$ cat config.mk
export PLATFORM = sky130hd
export DESIGN_NAME = button_conditioner
export DESIGN_NICKNAME = d
export VERILOG_FILES = /design/src/rtl/button_conditioner.sv
export SDC_FILE = /design/constraint.sdc
export NUM_CORES = 1
export LEC_CHECK = 0
export BUFFER_PORTS_ARGS = -buffer_cell sky130_fd_sc_hd__buf_2
export CORE_MARGIN = 2
export CORE_UTILIZATION = 48
export DETAILED_ROUTE_END_ITERATION = 10
export PLACE_DENSITY = 0.66
export SLEW_MARGIN = 25
export SYNTH_ARGS = -nofsm -noshare
export SYNTH_HDL_FRONTEND = slang
export SYNTH_SLANG_ARGS = --single-unit
$ cat constraint.sdc
create_clock -name clk -period 4.8 [get_ports clk]
set_input_delay 0.96 -clock clk [delete_from_list [all_inputs] [get_ports clk]]
set_output_delay 0.96 -clock clk [all_outputs]
set_load 0.005 [all_outputs]
$ cat src/rtl/button_conditioner.sv
// Debounces a synchronized push-button level and derives press/release pulses,
// a long-hold flag and an auto-repeat pulse train while the button stays down.
module button_conditioner #(
    parameter int unsigned DEBOUNCE_CYCLES = 1_000_000,
    parameter int unsigned HOLD_CYCLES     = 100_000_000,
    parameter int unsigned REPEAT_CYCLES   = 25_000_000
) (
    input  logic clk,
    input  logic rst_n,
    input  logic sig_sync,
    output logic btn_level,
    output logic press_p,
    output logic release_p,
    output logic repeat_p,
    output logic long_hold
);

    localparam int unsigned DbW   = $clog2(DEBOUNCE_CYCLES);
    localparam int unsigned HoldW = $clog2(HOLD_CYCLES);
    localparam int unsigned RepW  = (REPEAT_CYCLES > 1) ? $clog2(REPEAT_CYCLES) : 1;
    // One counter serves both the hold phase and the repeat phase.
    localparam int unsigned HW    = (HoldW > RepW) ? HoldW : RepW;

    localparam logic [DbW-1:0] DbLast   = DbW'(DEBOUNCE_CYCLES - 1);
    localparam logic [HW-1:0]  HoldLast = HW'(HOLD_CYCLES - 1);
    localparam logic [HW-1:0]  RepLast  = HW'(REPEAT_CYCLES - 1);

    typedef enum logic [1:0] {
        StIdle    = 2'b00,
        StPressed = 2'b01,
        StHeld    = 2'b10
    } state_e;

    state_e         state;
    logic [DbW-1:0] db_cnt;
    logic [HW-1:0]  hold_cnt;

    logic db_diff;
    logic db_done;
    logic rise;
    logic fall;

    assign db_diff = (sig_sync != btn_level);
    assign db_done = db_diff && (db_cnt == DbLast);
    assign rise    = db_done && !btn_level;
    assign fall    = db_done && btn_level;

    always_ff @(posedge clk or negedge rst_n) begin
        if (!rst_n) begin
            state     <= StIdle;
            db_cnt    <= '0;
            hold_cnt  <= '0;
            btn_level <= 1'b0;
            press_p   <= 1'b0;
            release_p <= 1'b0;
            repeat_p  <= 1'b0;
            long_hold <= 1'b0;
        end else begin
            if (!db_diff || db_done) begin
                db_cnt <= '0;
            end else begin
                db_cnt <= db_cnt + 1'b1;
            end
            if (db_done) begin
                btn_level <= ~btn_level;
            end

            press_p   <= rise;
            release_p <= fall;
            repeat_p  <= 1'b0;

            case (state)
                StIdle: begin
                    hold_cnt  <= '0;
                    long_hold <= 1'b0;
                    if (rise) begin
                        state <= StPressed;
                    end
                end
                StPressed: begin
                    if (fall) begin
                        state    <= StIdle;
                        hold_cnt <= '0;
                    end else if (hold_cnt == HoldLast) begin
                        state     <= StHeld;
                        hold_cnt  <= '0;
                        repeat_p  <= 1'b1;
                        long_hold <= 1'b1;
                    end else begin
                        hold_cnt <= hold_cnt + 1'b1;
                    end
                end
                StHeld: begin
                    // Release has priority over a coincident repeat expiry.
                    if (fall) begin
                        state     <= StIdle;
                        hold_cnt  <= '0;
                        long_hold <= 1'b0;
                    end else if (hold_cnt == RepLast) begin
                        hold_cnt  <= '0;
                        repeat_p  <= 1'b1;
                        long_hold <= 1'b1;
                    end else begin
                        hold_cnt  <= hold_cnt + 1'b1;
                        long_hold <= 1'b1;
                    end
                end
                default: begin
                    state     <= StIdle;
                    hold_cnt  <= '0;
                    long_hold <= 1'b0;
                    press_p   <= 1'b0;
                    release_p <= 1'b0;
                end
            endcase
        end
    end

endmodule

# Word-level counts from Yosys, hierarchy flattened
# Cells that the tools add are included.
word_totals:
  register_bits: 54
  in_bits: 3
  out_inout_bits: 5
  wordCells: 54
classes:
  n_addsub: 2
  n_eq_ne: 11
  muxes: 22
  bitwise_logic: 1
  reduce_logical: 10
op_table:
  columns: ["operator", "count"]
  rows:
  - ["$mux 27", 4]
  - ["$pmux 27 s2", 1]
  - ["$add 27x1->27 const B", 1]
  - ["$eq 27x25->1 const B", 1]
  - ["$eq 27x27->1 const B", 1]
  - ["$add 20x1->20 const B", 1]
  - ["$eq 20x20->1 const B", 1]
  - ["$mux 20", 1]
  - ["$mux 1", 9]
  - ["$mux 2", 4]
  - ["$ne 2x2->1 const B", 4]
  - ["$pmux 2 s3", 1]
  - ["$pmux 1 s2", 2]
  - ["$logic_and 1x1->1", 3]
  - ["$ne 3x3->1 const B", 1]
  - ["$reduce_and 3->1", 1]
  - ["$reduce_or 3->1", 1]
  - ["$eq 2x1->1 const B", 1]
  - ["$eq 2x2->1 const B", 1]
  - ["$logic_not 1->1", 2]
  - ["$logic_not 2->1", 1]
  - ["$reduce_and 2->1", 1]
  - ["$logic_or 1x1->1", 1]
  - ["$ne 1x1->1", 1]
  - ["$not 1->1", 1]

# Logic depth before layout (Yosys ltp)
# Gate-level depths: netlist of run 1.
depth:
  ltp_word: 5
  depth_mapped: 8
  depth_no_buf: 6

# Worst setup path after synthesis of run 1
# No wires, ideal clock.
synth_path:
  path_type: "input port to flip-flop"
  startpoint: "input port sig_sync"
  endpoint: "register hold_cnt[0]"
  setup_time_ns: 0.123
  arrival_ns: 1.941
  required_time_ns: 4.677
  path_slack_ns: 2.736
  stages: 7
  n_path_buf: 2
  cell_sequence: "nand2b_1 > nand3b_1 > o21ai_1 > o22a_1 > buf_4 > buf_4 > nor3b_1"
synth_between:
  elab_chain_cells: 5
  elab_cells_between_ends: 6
  cone_classes: "eq/ne (1); mux (3); reduce/logical (2)"
synth_rtl:
  columns: ["element", "line", "source"]
  rows:
  - ["start: declaration", "10", "input logic sig_sync,"]
  - ["$ne 1x1->1 *", "43", "assign db_diff = (sig_sync != btn_level);"]
  - ["$logic_and 1x1->1 *", "44", "assign db_done = db_diff && (db_cnt == DbLast);"]
  - ["$logic_and 1x1->1 *", "46", "assign fall = db_done && btn_level;"]
  - ["$mux 27 (on tied branches)", "95, 81", null]
  - ["$pmux 27 s2 *", "72", "case (state)"]
  - ["end signal: assignment", "90", "hold_cnt <= hold_cnt + 1'b1;"]
  - ["end signal: assignment", "104", "hold_cnt <= hold_cnt + 1'b1;"]
  - ["end: declaration", "36", "logic [HW-1:0] hold_cnt;"]
# Every way passes the cells marked *; elsewhere a longest branch is shown, timed or not.
# A chain may end at the register's enable or synchronous reset.

# Final worst setup path of run 1
layout_path:
  startpoint: "register hold_cnt[8]"
  endpoint: "register hold_cnt[1]"
layout_between:
  elab_chain_cells: 4
  elab_cells_between_ends: 7
  cone_classes: "eq/ne (2); mux (5)"
layout_rtl:
  columns: ["element", "line"]
  rows:
  - ["$eq 27x25->1 / $eq 27x27->1 (equally long branches)", "99, 84"]
  - ["$mux 27 (on tied branches)", "99, 84"]
  - ["$mux 27 (on tied branches)", "95, 81"]
  - ["$pmux 27 s2 *", "72"]
# Marks and branches as above.

==> results of run 1 <==
logic make-up (layout without fill, tap and decap cells):
| logic type | Yosys count | in the layout | synth area share [%] |
|---|---|---|---|
| simple gates | 150 | 150 | 31.22 |
| flops | 54 | 54 | 46.19 |
| xor+xnor | 43 | 43 | 12.87 |
| buf+inv | 17 | 22 | 2.609 |
| compound gates | 12 | 12 | 3.379 |
| fa+ha+maj | 6 | 6 | 2.566 |
| mux | 3 | 3 | 1.155 |
through the flow:
stage               instance area [sq um]  hold slack, ns
global route                         3098          0.4864
detailed placement                   3015          0.4477
finish                               3098          0.4543
floorplan                            2925          0.4239
CTS                                  3098          0.4596
global placement                     3015          0.4392
how the worst max path moves through the flow:
stage | endpoint | slack [ns] | cells after the start
CTS | hold_cnt[1]$_DFF_PN0_ | 2.17 | 5
finish | hold_cnt[1]$_DFF_PN0_ | 2.14 | 5
floorplan | hold_cnt[0]$_DFF_PN0_ | 2.74 | 7
detailed placement | hold_cnt[1]$_DFF_PN0_ | 1.94 | 6
global placement | hold_cnt[1]$_DFF_PN0_ | 2.01 | 6
global route | hold_cnt[1]$_DFF_PN0_ | 1.90 | 5
per-layer routing:
layer | wire length [microns] | GRT usage (%) | vias to the layer above
met2 | 2360 | 29.35 | 19
met4 | 66 | 5.833 | 0
met5 | 0 | 0 | -
met3 | 117 | 2.967 | 7
li1 | - | - | 1010
met1 | 2560 | 22.72 | 990
layout make-up:
type	count	share of cell area, %
repair buffers	8	1.373
well taps	75	3.029
flip-flops and latches	54	43.62
clock buffers	6	2.666
multi-input cells	214	48.34
inverters	8	0.9693
sequential cells by signal (all words and copies together) (netlist names):
name,flops
release_p,1
press_p,1
db_cnt,20
long_hold,1
state,2
repeat_p,1
btn_level,1
hold_cnt,27
placed cells by master, fill, tap and decap left out, types with 2 or more instances in the layout:
master | Yosys | final
xor2_1 | 24 | 24
ha_1 | 6 | 6
nor2_1 | 29 | 29
dfrtp_1 | 54 | 54
o21ai_0 | 3 | 3
xnor2_1 | 19 | 19
mux2_2 | 2 | 2
inv_1 | 8 | 8
nor3_1 | 8 | 8
nor4_1 | 8 | 8
nand2b_1 | 2 | 2
and2_1 | 2 | 2
clkbuf_8 | 0 | 6
nor4_4 | 2 | 2
nand4_1 | 14 | 14
nand3_1 | 16 | 16
and3b_1 | 2 | 2
and3_1 | 8 | 8
and4b_1 | 2 | 2
nor3b_1 | 25 | 25
buf_2 | 1 | 7
nand2_1 | 19 | 19
and4_1 | 5 | 5
power groups by stage:
stage	clock network (W)	registers [W]	logic, W
2_1_floorplan	0	0.000488	0.000157
3_3_place_gp	0	0.000490	0.000180
3_5_place_dp	0	0.000491	0.000183
4_1_cts	0.000257	0.000482	0.000184
5_1_grt	0.000275	0.000484	0.000204
6_report	0.000249	0.000481	0.000182
worst max-delay path: cells and delay by family, from the launching register on:
family | cells | cell delay, ns
AOI/OAI and AO/OA | 1 | 0.84
DFF | 1 | 0.43
and+or+nand+nor | 4 | 1.27
==> metrics.md, run 1 <==
| Metric | Value |
|---|---|
| Syn avg cell area | between 10 and 15 sq um |
| Sequential share of the synthesized area | a little under half |
| Htree depth | 2 |
| Fmax | 376.1 MHz |
| Power per cell area | roughly 290 nW/um^2 |
| CTS sink count | 54 |
| Max_cap viols | 0 |
| TritonCTS buffer count | 5 |
| #FFs+latches synth | 54 |
| CP Launch Point | hold_cnt[8]$_DFF_PN0_ |
| Clk root buf | clkbuf_8 |
| Critical path required time | 4.99 ns |
| Setup TNS | 0 ns |
| Switching Share | around 28% |
| Share of the synthesized area in the top cell type | 46.19% |
| Sequential share of power | 52.7% |
| Top-count cell post-synth | dfrtp_1 |
| Post-synth top cells | 54 x dfrtp_1, 29 x nor2_1, 25 x nor3b_1 |
| Width of the chip | 82.07 microns |
| Crit end category | flip-flop |
| DRT antenna net count | 0 |
| Main area contributors after synthesis | dfrtp_1 46%, xor2_1 7.2%, nor3b_1 6.4% |
| Max clock buf depth | 2 |
| Input/output buffers | 7 |
| Largest net degree at the start of global routing | 55 |
| Yosys warns | 0 |
| Die Area | 6735 sq um |
| Post-CTS Setup Bufs | 0 |
| Clk_lat worst skew | 0.30 ns |
| Reg2reg end | hold_cnt[1]$_DFF_PN0_ |
| Total chip power | 0.0009128 W |
| Drt first pass iters | 4 |
| Nets | 300 |
| Rows | 28 |
| Peak VDD IR | 164.1 uV |
| Post-synth EDFFs | 0 |
| Result of the run | finished clean |
| Filler instances | between 500 and 600 |
| Vias | roughly 2,000 |
| Min-Delay Endpoint | db_cnt[0]$_DFF_PN0_ |
| Crit path DAT | roughly 2.9 ns |
| Final Util | 52.32% |
| First-pass GRT wire length | between 9000 and 10,000 microns |
| RSZ-0062 raised after global routing | false |
| Cell-internal power | between 0.0006 and 0.0007 W |
| Post-Place Worst Slack | 1.945 ns |
| Max-Slew Margin vs Limit | 35.92% |
| Critical Path, Cell by Cell | nor4_1 > nand4_1 > nor4_1 > o22a_1 > and3b_1 |
| Via density | 5.551 |
| Crit-path most repeated cell | nor4_1 |
| Max stage delay cell, worst path | o22a_1 |
| Distinct cells, synth | 42 |
| Reg2reg path depth | 5 |
| Crit Path Class | reg -> reg |
| Synth Instances | ~290 |
| CP max stage delay | 0.84 ns |
| Final WL | 5105 microns |
| # setup viols final | 0 |
| Netlist Area Pre-Place | 2925 sq um |
| Post-route clock period utilization | 55.40% |
| Layout area overhead | 5.902% |
| Fin. Hold Viols | 0 |
| Layout cells sized above 1 | around 7.9% |
| GPL Wtd Cong | 0.7781 |
| Post-synth ARST share | 100.0% |
| Leakage | 1.289 nW |
| I/O pins | 8 |
| Layout Cells excl Fill | 365 |
| Die Span Y | ~82 microns |
| Post-CTS resize count | 0 |
| Net switching power | 0.0002579 W |
| Worst setup SP type | flip-flop |
| Antenna cells | 0 |
| Post-synth top flop | dfrtp_1 |
| Dominant cell type by area after synthesis | dfrtp_1 |
| DRC | 0 |
| CP Max Fanout | 27 |
| Initial Util | 49.41% |
| CTS tree | done |
| Register-to-Register Setup Slack | approximately 2.1 ns |
| Hpwl dp | 3437 microns |
| Core Region | 5921 sq um |
| Worst Tran Pin Value | 0.9612 ns |
| CTS clock-pin slew for the worst setup and hold paths | 0.08 ns |
| Gr usage total | 17.43% |
| Seq. cell area | 1351 sq um |
| Reg2reg start | hold_cnt[8]$_DFF_PN0_ |
| Hold Buf Count CTS | 0 |
| WHS Path Cells | 1 |
| Initial antenna violation count | 0 |
| Hold Crit Start | db_cnt[0]$_DFF_PN0_ |
| Combinational power share | 20.0% |
| Final min period | 2.659 ns |
| Worst Skew | between 0.01 and 0.015 ns |
| Clock power share | 27.3% |
| Routed wire per std cell | 13.99 microns |
| Dpl cells | 359 |
| Vias in the first global route | 2,055 |
| Syn_nets | 294 |
| Setup WS post-layout | roughly 2.1 ns |
| Area occupied by multi-input gates | between 1000 and 1500 sq um |
| Slew Limit Fails | 0 |
| Drt first-iter violations | 67 |
| Overflow after GRT | 0 |
| Hold Crit Class | reg -> reg |
(Power assumes the default switching activity.)
==> inputs of run 2 (changes only) <==
==> constraint.sdc (replaced) <==
create_clock -name clk -period 2.75 [get_ports clk]
set_input_delay 0.55 -clock clk [delete_from_list [all_inputs] [get_ports clk]]
set_output_delay 0.55 -clock clk [all_outputs]
set_load 0.005 [all_outputs]
==> run 2 against run 1 <==
Sequential power grew 75%. Clock-buffer cell count grew 1. Non-clock buffer count grew 3. Final cell count grew 1.1%. Die area is the same. Core utilization grew 0.27 points. Clock skew grew 0.0017 ns. Critical path depth grew 1. Hold slack lost 0.27 ns. First-iteration DRC count grew 54%. Largest cell class unchanged. Critical endpoint is now hold_cnt[22]$_DFF_PN0_.
==> metrics.md, run 2 (synthesized netlist as in run 1, its figures left out) <==
| Metric | Value |
|---|---|
| Max clock buf depth | 2 (unchanged) |
| CP top delay family | simple AND/OR/NAND/NOR gates |
| Vias in the first global route | 2,048 (-0.34%) |
| Cell-internal power | 0.001144 W (+75%) |
| CP max stage delay | 0.46 ns (-0.38 ns) |
| Width of the chip | 82.07 microns (unchanged) |
| Initial antenna violation count | 0 (unchanged) |
| Post-route clock period utilization | 81.95% (+27 points) |
| Critical path required time | 2.95 ns (-2.04 ns) |
| Power per cell area | 516.1 nW/um^2 (+75%) |
| Result of the run | finished clean |
| Area occupied by multi-input gates | 1498 sq um (unchanged) |
| Setup TNS | 0 ns (unchanged) |
| CTS clock-pin slew for the worst setup and hold paths | 0.10 ns (+0.02 ns) |
| Fin. Hold Viols | 0 (unchanged) |
| Sequential share of power | 52.3% (-0.4 points) |
| Hold Buf Count CTS | 0 (unchanged) |
| Layout cells sized above 1 | 8.503% (+0.57 points) |
| Clk_lat worst skew | 0.31 ns (about the same) |
| Routed wire per std cell | 14.48 microns (+3.5%) |
| Vias | 2,023 (-0.15%) |
| Regs by FF count | hold_cnt x27, db_cnt x20, state x2 |
| Htree depth | 2 (unchanged) |
| Gr usage total | 18.46% (+1.0 points) |
| Die Area | 6735 sq um (unchanged) |
| Largest net degree at the start of global routing | 30 (-45%) |
| Switching Share | 28.83% (+0.58 points) |
| Rows | 28 (unchanged) |
| Layout Cells excl Fill | 369 (+1.1%) |
| Crit path DAT | 2.45 ns (-0.40 ns) |
| Core Region | 5921 sq um (unchanged) |
| Max-Slew Margin vs Limit | 54.03% (+18 points) |
| Nets | 303 (+1.0%) |
| Hpwl dp | 3780 microns (+10%) |
| Worst Tran Pin Value | 0.6896 ns (-0.2716 ns) |
| Via density | 5.482 (-1.2%) |
| Worst setup SP type | flip-flop |
| Die Span Y | 82.07 microns (unchanged) |
| Post-CTS resize count | 0 (unchanged) |
| GPL Wtd Cong | 0.7863 (+1.1%) |
| Post-CTS Setup Bufs | 0 (unchanged) |
| Antenna cells | 0 (unchanged) |
| Max_cap viols | 0 (unchanged) |
| Final instance area | 3114 sq um (+0.53%) |
| Drt first-iter violations | 103 (+54%) |
| Clk root buf | clkbuf_8 |
| Overflow after GRT | 0 (unchanged) |
| Hold Crit Class | in -> async |
| First-pass GRT wire length | 9563 microns (+4.4%) |
| Critical Path, Cell by Cell | ha_1 > nand2_1 > nor4_1 > o22a_1 > buf_4 > nor3b_1 |
| Biggest register | hold_cnt |
| Initial Util | 49.41% (unchanged) |
| Crit end category | flip-flop |
| Worst Skew | 0.01307 ns (+0.001741 ns) |
| CP Max Fanout | 12 (-56%) |
| Final min period | 2.254 ns (-0.4053 ns) |
| Combinational power share | 21.2% (+1.2 points) |
| CTS tree | done |
| DRC | 0 (unchanged) |
| I/O pins | 8 (unchanged) |
| Drt first pass iters | 4 (unchanged) |
| Input/output buffers | 7 (unchanged) |
| Net switching power | 0.0004634 W (+80%) |
| Most common cell after layout, fill and taps aside | dfrtp_1 |
| RSZ-0062 raised after global routing | false |
| TritonCTS buffer count | 5 (unchanged) |
| Leakage | 1.299 nW (+0.74%) |
| # setup viols final | 0 (unchanged) |
| DRT antenna net count | 0 (unchanged) |
| Post-Place Worst Slack | 0.5064 ns (-1.438 ns) |
| Max reg flops | 27 (unchanged) |
| Final WL | 5343 microns (+4.7%) |
| Layout area overhead | 6.459% |
| Max stage delay cell, worst path | nor4_1 |
| Fmax | 443.7 MHz (+18%) |
| Seq. cell area | 1351 sq um (unchanged) |
| Dpl cells | 362 (+0.84%) |
| Commonest non-fill, non-tap cells in the layout | 54 x dfrtp_1, 29 x nor2_1, 25 x nor3b_1, 24 x xor2_1 |
| Filler instances | 539 (-3.2%) |
| Clock power share | 26.5% (-0.8 points) |
| Crit Path Class | reg -> reg |
| WP buf/inv | 1 (+1) |
| Slew Limit Fails | 0 (unchanged) |
| Setup WS post-layout | 0.4964 ns (-1.645 ns) |
| CTS sink count | 54 (unchanged) |
| Placed Area | 3038 sq um (+0.75%) |
| Peak VDD IR | 414.1 uV (+150%) |
run 2: worst paths after layout:
check / from / endpoint / slack [ns] / cells past startpoint
min in group clk: db_cnt[0]$_DFF_PN0_ / db_cnt[0]$_DFF_PN0_ / 0.45 / 1
hold / removal: rst_n / state[0]$_DFFE_PN0P_ / 0.19 / 1
setup reg to reg: hold_cnt[0]$_DFF_PN0_ / hold_cnt[22]$_DFF_PN0_ / 0.50 / 6
hold reg to reg: db_cnt[0]$_DFF_PN0_ / db_cnt[0]$_DFF_PN0_ / 0.45 / 1
max in group asynchronous: rst_n / hold_cnt[1]$_DFF_PN0_ / 1.95 / 2
setup / recovery: hold_cnt[0]$_DFF_PN0_ / hold_cnt[22]$_DFF_PN0_ / 0.50 / 6
run 2: power groups by stage:
stage                     sequential, W  clock [W]  combinational, W
after detailed placement       0.000857          0          0.000346
after global placement         0.000855          0          0.000339
final                          0.000841   0.000426          0.000341
after global routing           0.000845   0.000469          0.000371
after floorplan                0.000851          0          0.000273
after CTS                      0.000841   0.000437          0.000346
run 2: cell type report:
| type | count | area share, % |
|---|---|---|
| inverters | 8 | 0.9642 |
| clock buffers | 7 | 2.451 |
| well taps | 75 | 3.013 |
| multi-input cells | 214 | 48.09 |
| repair buffers | 11 | 2.089 |
| flip-flops and latches | 54 | 43.39 |
run 2: through the flow:
stage | hold WS (ns) | util [%] | total power, W
6_report | 0.1851 | 52.60 | 0.001607
5_1_grt | 0.2329 | 52.60 | 0.001686
4_1_cts | 0.2051 | 52.60 | 0.001624
3_5_place_dp | 0.4420 | 51.31 | 0.001203
3_3_place_gp | 0.4379 | 51.31 | 0.001194
2_1_floorplan | 0.2544 | - | 0.001124
run 2: routing by layer:
layer | track usage [%] | routed length, microns | vias to the layer above
met2 | 30.16 | 2515 | 13
met1 | 24.46 | 2665 | 987
met3 | 3.626 | 86 | 6
met4 | 6.333 | 76 | 0
met5 | 0 | 0 | -
li1 | - | - | 1017
==> inputs of run 3 (changes only) <==
--- a/config.mk
+++ b/config.mk
@@ -5,6 +5,7 @@
 export SDC_FILE = /design/constraint.sdc
 export NUM_CORES = 1
 export LEC_CHECK = 0
+export ABC_AREA = 1
 export BUFFER_PORTS_ARGS = -buffer_cell sky130_fd_sc_hd__buf_2
 export CORE_MARGIN = 2
 export CORE_UTILIZATION = 48
==> constraint.sdc (replaced) <==
create_clock -name clk -period 2.1 [get_ports clk]
set_input_delay 0.42 -clock clk [delete_from_list [all_inputs] [get_ports clk]]
set_output_delay 0.42 -clock clk [all_outputs]
set_load 0.005 [all_outputs]
==> run 3 against run 2 <==
Clock power grew 64%. Sequential power rose by 25%. Synthesized area up 7.5%. Clock-buffer cell count decreased by 1.
==> metrics.md, run 3 <==
| Metric | Value |
|---|---|
| Result of the run | finished clean |
| Worst setup SP type | flip-flop |
| Drt first pass iters | 4 (unchanged) |
| Post-synth EDFFs | 0 (unchanged) |
| Final min period | 1.924 ns (-0.3295 ns) |
| CTS sink count | 54 (unchanged) |
| Cell-internal power | 0.001413 W (+24%) |
| Dpl cells | 501 (+38%) |
| Max reg flops | 27 (unchanged) |
| Reg2reg path depth | 10 (+4) |
| #FFs+latches synth | 54 (unchanged) |
| Largest net degree at the start of global routing | 32 (+6.7%) |
| Width of the chip | 84.95 microns (+3.5%) |
| CP Launch Point | db_cnt[0]$_DFF_PN0_ |
| Slew Limit Fails | 0 (unchanged) |
| Post-synth top flop | dfrtp_1 |
| Hpwl dp | 5041 microns (+33%) |
| Sequential share of power | 58.4% (+6.1 points) |
| Vias | 2,661 (+32%) |
| Synth Instances | 420 (+47%) |
| Dominant cell type by area after synthesis | dfrtp_1 |
| Critical path required time | 2.30 ns (-0.65 ns) |
| Vias in the first global route | 2,651 (+29%) |
| Top-count cell post-synth | nand2_1 |
| Power per cell area | 527.6 nW/um^2 (+2.2%) |
| Final instance area | 3401 sq um (+9.2%) |
| Die Span Y | 84.95 microns (+3.5%) |
| Clk root buf | clkbuf_8 |
| CTS clock-pin slew for the worst setup and hold paths | 0.10 ns (about the same) |
| RSZ-0062 raised after global routing | false |
| Final WL | 6497 microns (+22%) |
| Fin. Hold Viols | 0 (unchanged) |
| I/O pins | 8 (unchanged) |
| Clk_lat worst skew | 0.31 ns (about the same) |
| Combinational power share | 2.6% (-19 points) |
| Crit Path Class | reg -> reg |
| First-pass GRT wire length | 12,010 microns (+26%) |
| Layout area overhead | 8.115% |
| Most common cell after layout, fill and taps aside | nand2_1 |
| Max_cap viols | 0 (unchanged) |
| Setup TNS | 0 ns (unchanged) |
| Post-synth top cells | 96 x nand2_1, 91 x nor2_1, 54 x dfrtp_1 |
| Nets | 440 (+45%) |
| Routed wire per std cell | 12.76 microns (-12%) |
| Commonest non-fill, non-tap cells in the layout | 96 x nand2_1, 91 x nor2_1, 54 x dfrtp_1, 46 x inv_1, 25 x nand3_1 |
| Share of the synthesized area in the top cell type | 42.96% (-3.2 points) |
| Gr usage total | 20.39% (+1.9 points) |
| Placed Area | 3279 sq um (+7.9%) |
| Regs by FF count | hold_cnt x27, db_cnt x20, state x2 |
| Peak VDD IR | 325.5 uV (-21%) |
| Biggest register | hold_cnt |
| Initial antenna violation count | 0 (unchanged) |
| DRT antenna net count | 0 (unchanged) |
| Clock power share | 38.9% (+12 points) |
| Register-to-Register Setup Slack | 0.18 ns (-0.32 ns) |
| Crit end category | flip-flop |
| Max-Slew Margin vs Limit | 63.82% (+9.8 points) |
| Antenna cells | 0 (unchanged) |
| Post-route clock period utilization | 91.62% (+9.7 points) |
| Sequential share of the synthesized area | 42.96% (-3.2 points) |
| Max clock buf depth | 2 (unchanged) |
| Initial Util | 49.54% (+0.13 points) |
| Htree depth | 2 (unchanged) |
| Drt first-iter violations | 118 (+15%) |
| Reg2reg end | db_cnt[9]$_DFF_PN0_ |
| Post-CTS Setup Bufs | 0 (unchanged) |
| Main area contributors after synthesis | dfrtp_1 43%, nand2_1 11%, nor2_1 11% |
| Syn_nets | 429 (+46%) |
| Input/output buffers | 7 (unchanged) |
| Layout Cells excl Fill | 509 (+38%) |
| # setup viols final | 0 (unchanged) |
| Crit path DAT | 2.12 ns (-0.33 ns) |
| Syn avg cell area | 7.489 sq um (-27%) |
| Filler instances | 619 (+15%) |
| Reg2reg start | db_cnt[0]$_DFF_PN0_ |
| Hold Crit Class | in -> async |
| Worst Skew | 0.01200 ns (-0.001073 ns) |
| Die Area | 7217 sq um (+7.2%) |
| Worst Tran Pin Value | 0.5427 ns (-0.1469 ns) |
| DRC | 0 (unchanged) |
| TritonCTS buffer count | 5 (unchanged) |
| Net switching power | 0.0003810 W (-18%) |
| CP Max Fanout | 20 (+8) |
| GPL Wtd Cong | 0.9204 (+17%) |
| Fmax | 519.7 MHz (+17%) |
| Netlist Area Pre-Place | 3146 sq um (+7.5%) |
| Post-synth ARST share | 100.0% (unchanged) |
| Yosys warns | 0 (unchanged) |
| Leakage | 1.403 nW (+8.0%) |
| Core Region | 6350 sq um (+7.2%) |
| Endpoint of the worst setup timing path | db_cnt[9]$_DFF_PN0_ |
| Rows | 29 (+3.6%) |
| Via density | 5.228 (-4.6%) |
| Switching Share | 21.24% (-7.6 points) |
| CTS tree | done |
| Overflow after GRT | 0 (unchanged) |
| Distinct cells, synth | 30 (-29%) |
| Layout cells sized above 1 | 6.944% (-1.6 points) |
[run 3: per-stage QoR]
stage                     power (W)  utilization (%)  worst slack, ns  hold slack (ns)
after global routing       0.001869            53.56          0.01227           0.1312
after CTS                  0.001823            53.38           0.1035           0.1059
final                      0.001794            53.56           0.1759          0.08240
after global placement     0.001119            51.65           0.1400           0.4460
after floorplan            0.001083                -           0.4168           0.1244
after detailed placement   0.001119            51.65           0.1185           0.4477
[run 3: kinds of logic (layout without fill, tap and decap cells)]
group	Yosys count	in the layout	synth area share [%]
compound gates	13	13	2.386
fa+ha+maj	6	6	2.387
simple gates	266	266	37.39
xor+xnor	29	29	8.075
flops	54	54	42.96
buf+inv	52	64	6.802
[run 3: worst min-delay path by stage]
stage | end | depth (start not counted) | from
6_report | hold_cnt[26]$_DFF_PN0_ | 1 | rst_n
5_1_grt | hold_cnt[26]$_DFF_PN0_ | 1 | rst_n
4_1_cts | hold_cnt[26]$_DFF_PN0_ | 1 | rst_n
3_5_place_dp | hold_cnt[0]$_DFF_PN0_ | 1 | rst_n
3_3_place_gp | hold_cnt[0]$_DFF_PN0_ | 1 | rst_n
2_1_floorplan | btn_level$_DFFE_PN0N_ | 0 | rst_n
[run 3: power groups by stage]
stage | clock (W) | sequential [W] | combinational [W]
2_1_floorplan | 0 | 0.00107 | 0.0000155
3_3_place_gp | 0 | 0.00107 | 0.0000495
3_5_place_dp | 0 | 0.00107 | 0.0000503
4_1_cts | 0.000724 | 0.00105 | 0.0000500
5_1_grt | 0.000762 | 0.00105 | 0.0000572
6_report | 0.000699 | 0.00105 | 0.0000471
[run 3: area by class of cell]
class | count | area, sq um | share of cell area, %
multi-input combinational | 314 | 1592 | 46.80
tap | 77 | 96.34 | 2.833
clock inverter | 2 | 37.54 | 1.104
timing repair buffer | 9 | 75.07 | 2.208
inverter | 47 | 176.4 | 5.188
sequential | 54 | 1351 | 39.74
clock buffer | 6 | 72.57 | 2.134
[run 3: timing repair]
item,CTS,global route
gates resized for setup,0,2
hold endpoints to repair,0,0
hold buffers,0,0
setup endpoints to repair,0,27
[run 3: worst max-delay path, cell delays in order, from the launching register on]
cell	delay (ns)
dfrtp_1	0.41
ha_1	0.33
nand2_2	0.11
nor2_4	0.17
inv_2	0.06
nor2_4	0.14
nand2_1	0.10
o21ai_1	0.16
buf_12	0.19
a21oi_1	0.05
o21a_1	0.10
[run 3: metal layers]
layer	share of wire (%)	GRT usage, %	vias to the layer above	routed length [microns]
met4	2.3	6.349	0	148
met5	0	0	-	0
met2	46	33.38	58	3007
li1	-	-	1346	-
met1	48	27.91	1239	3100
met3	3.7	3.210	18	241
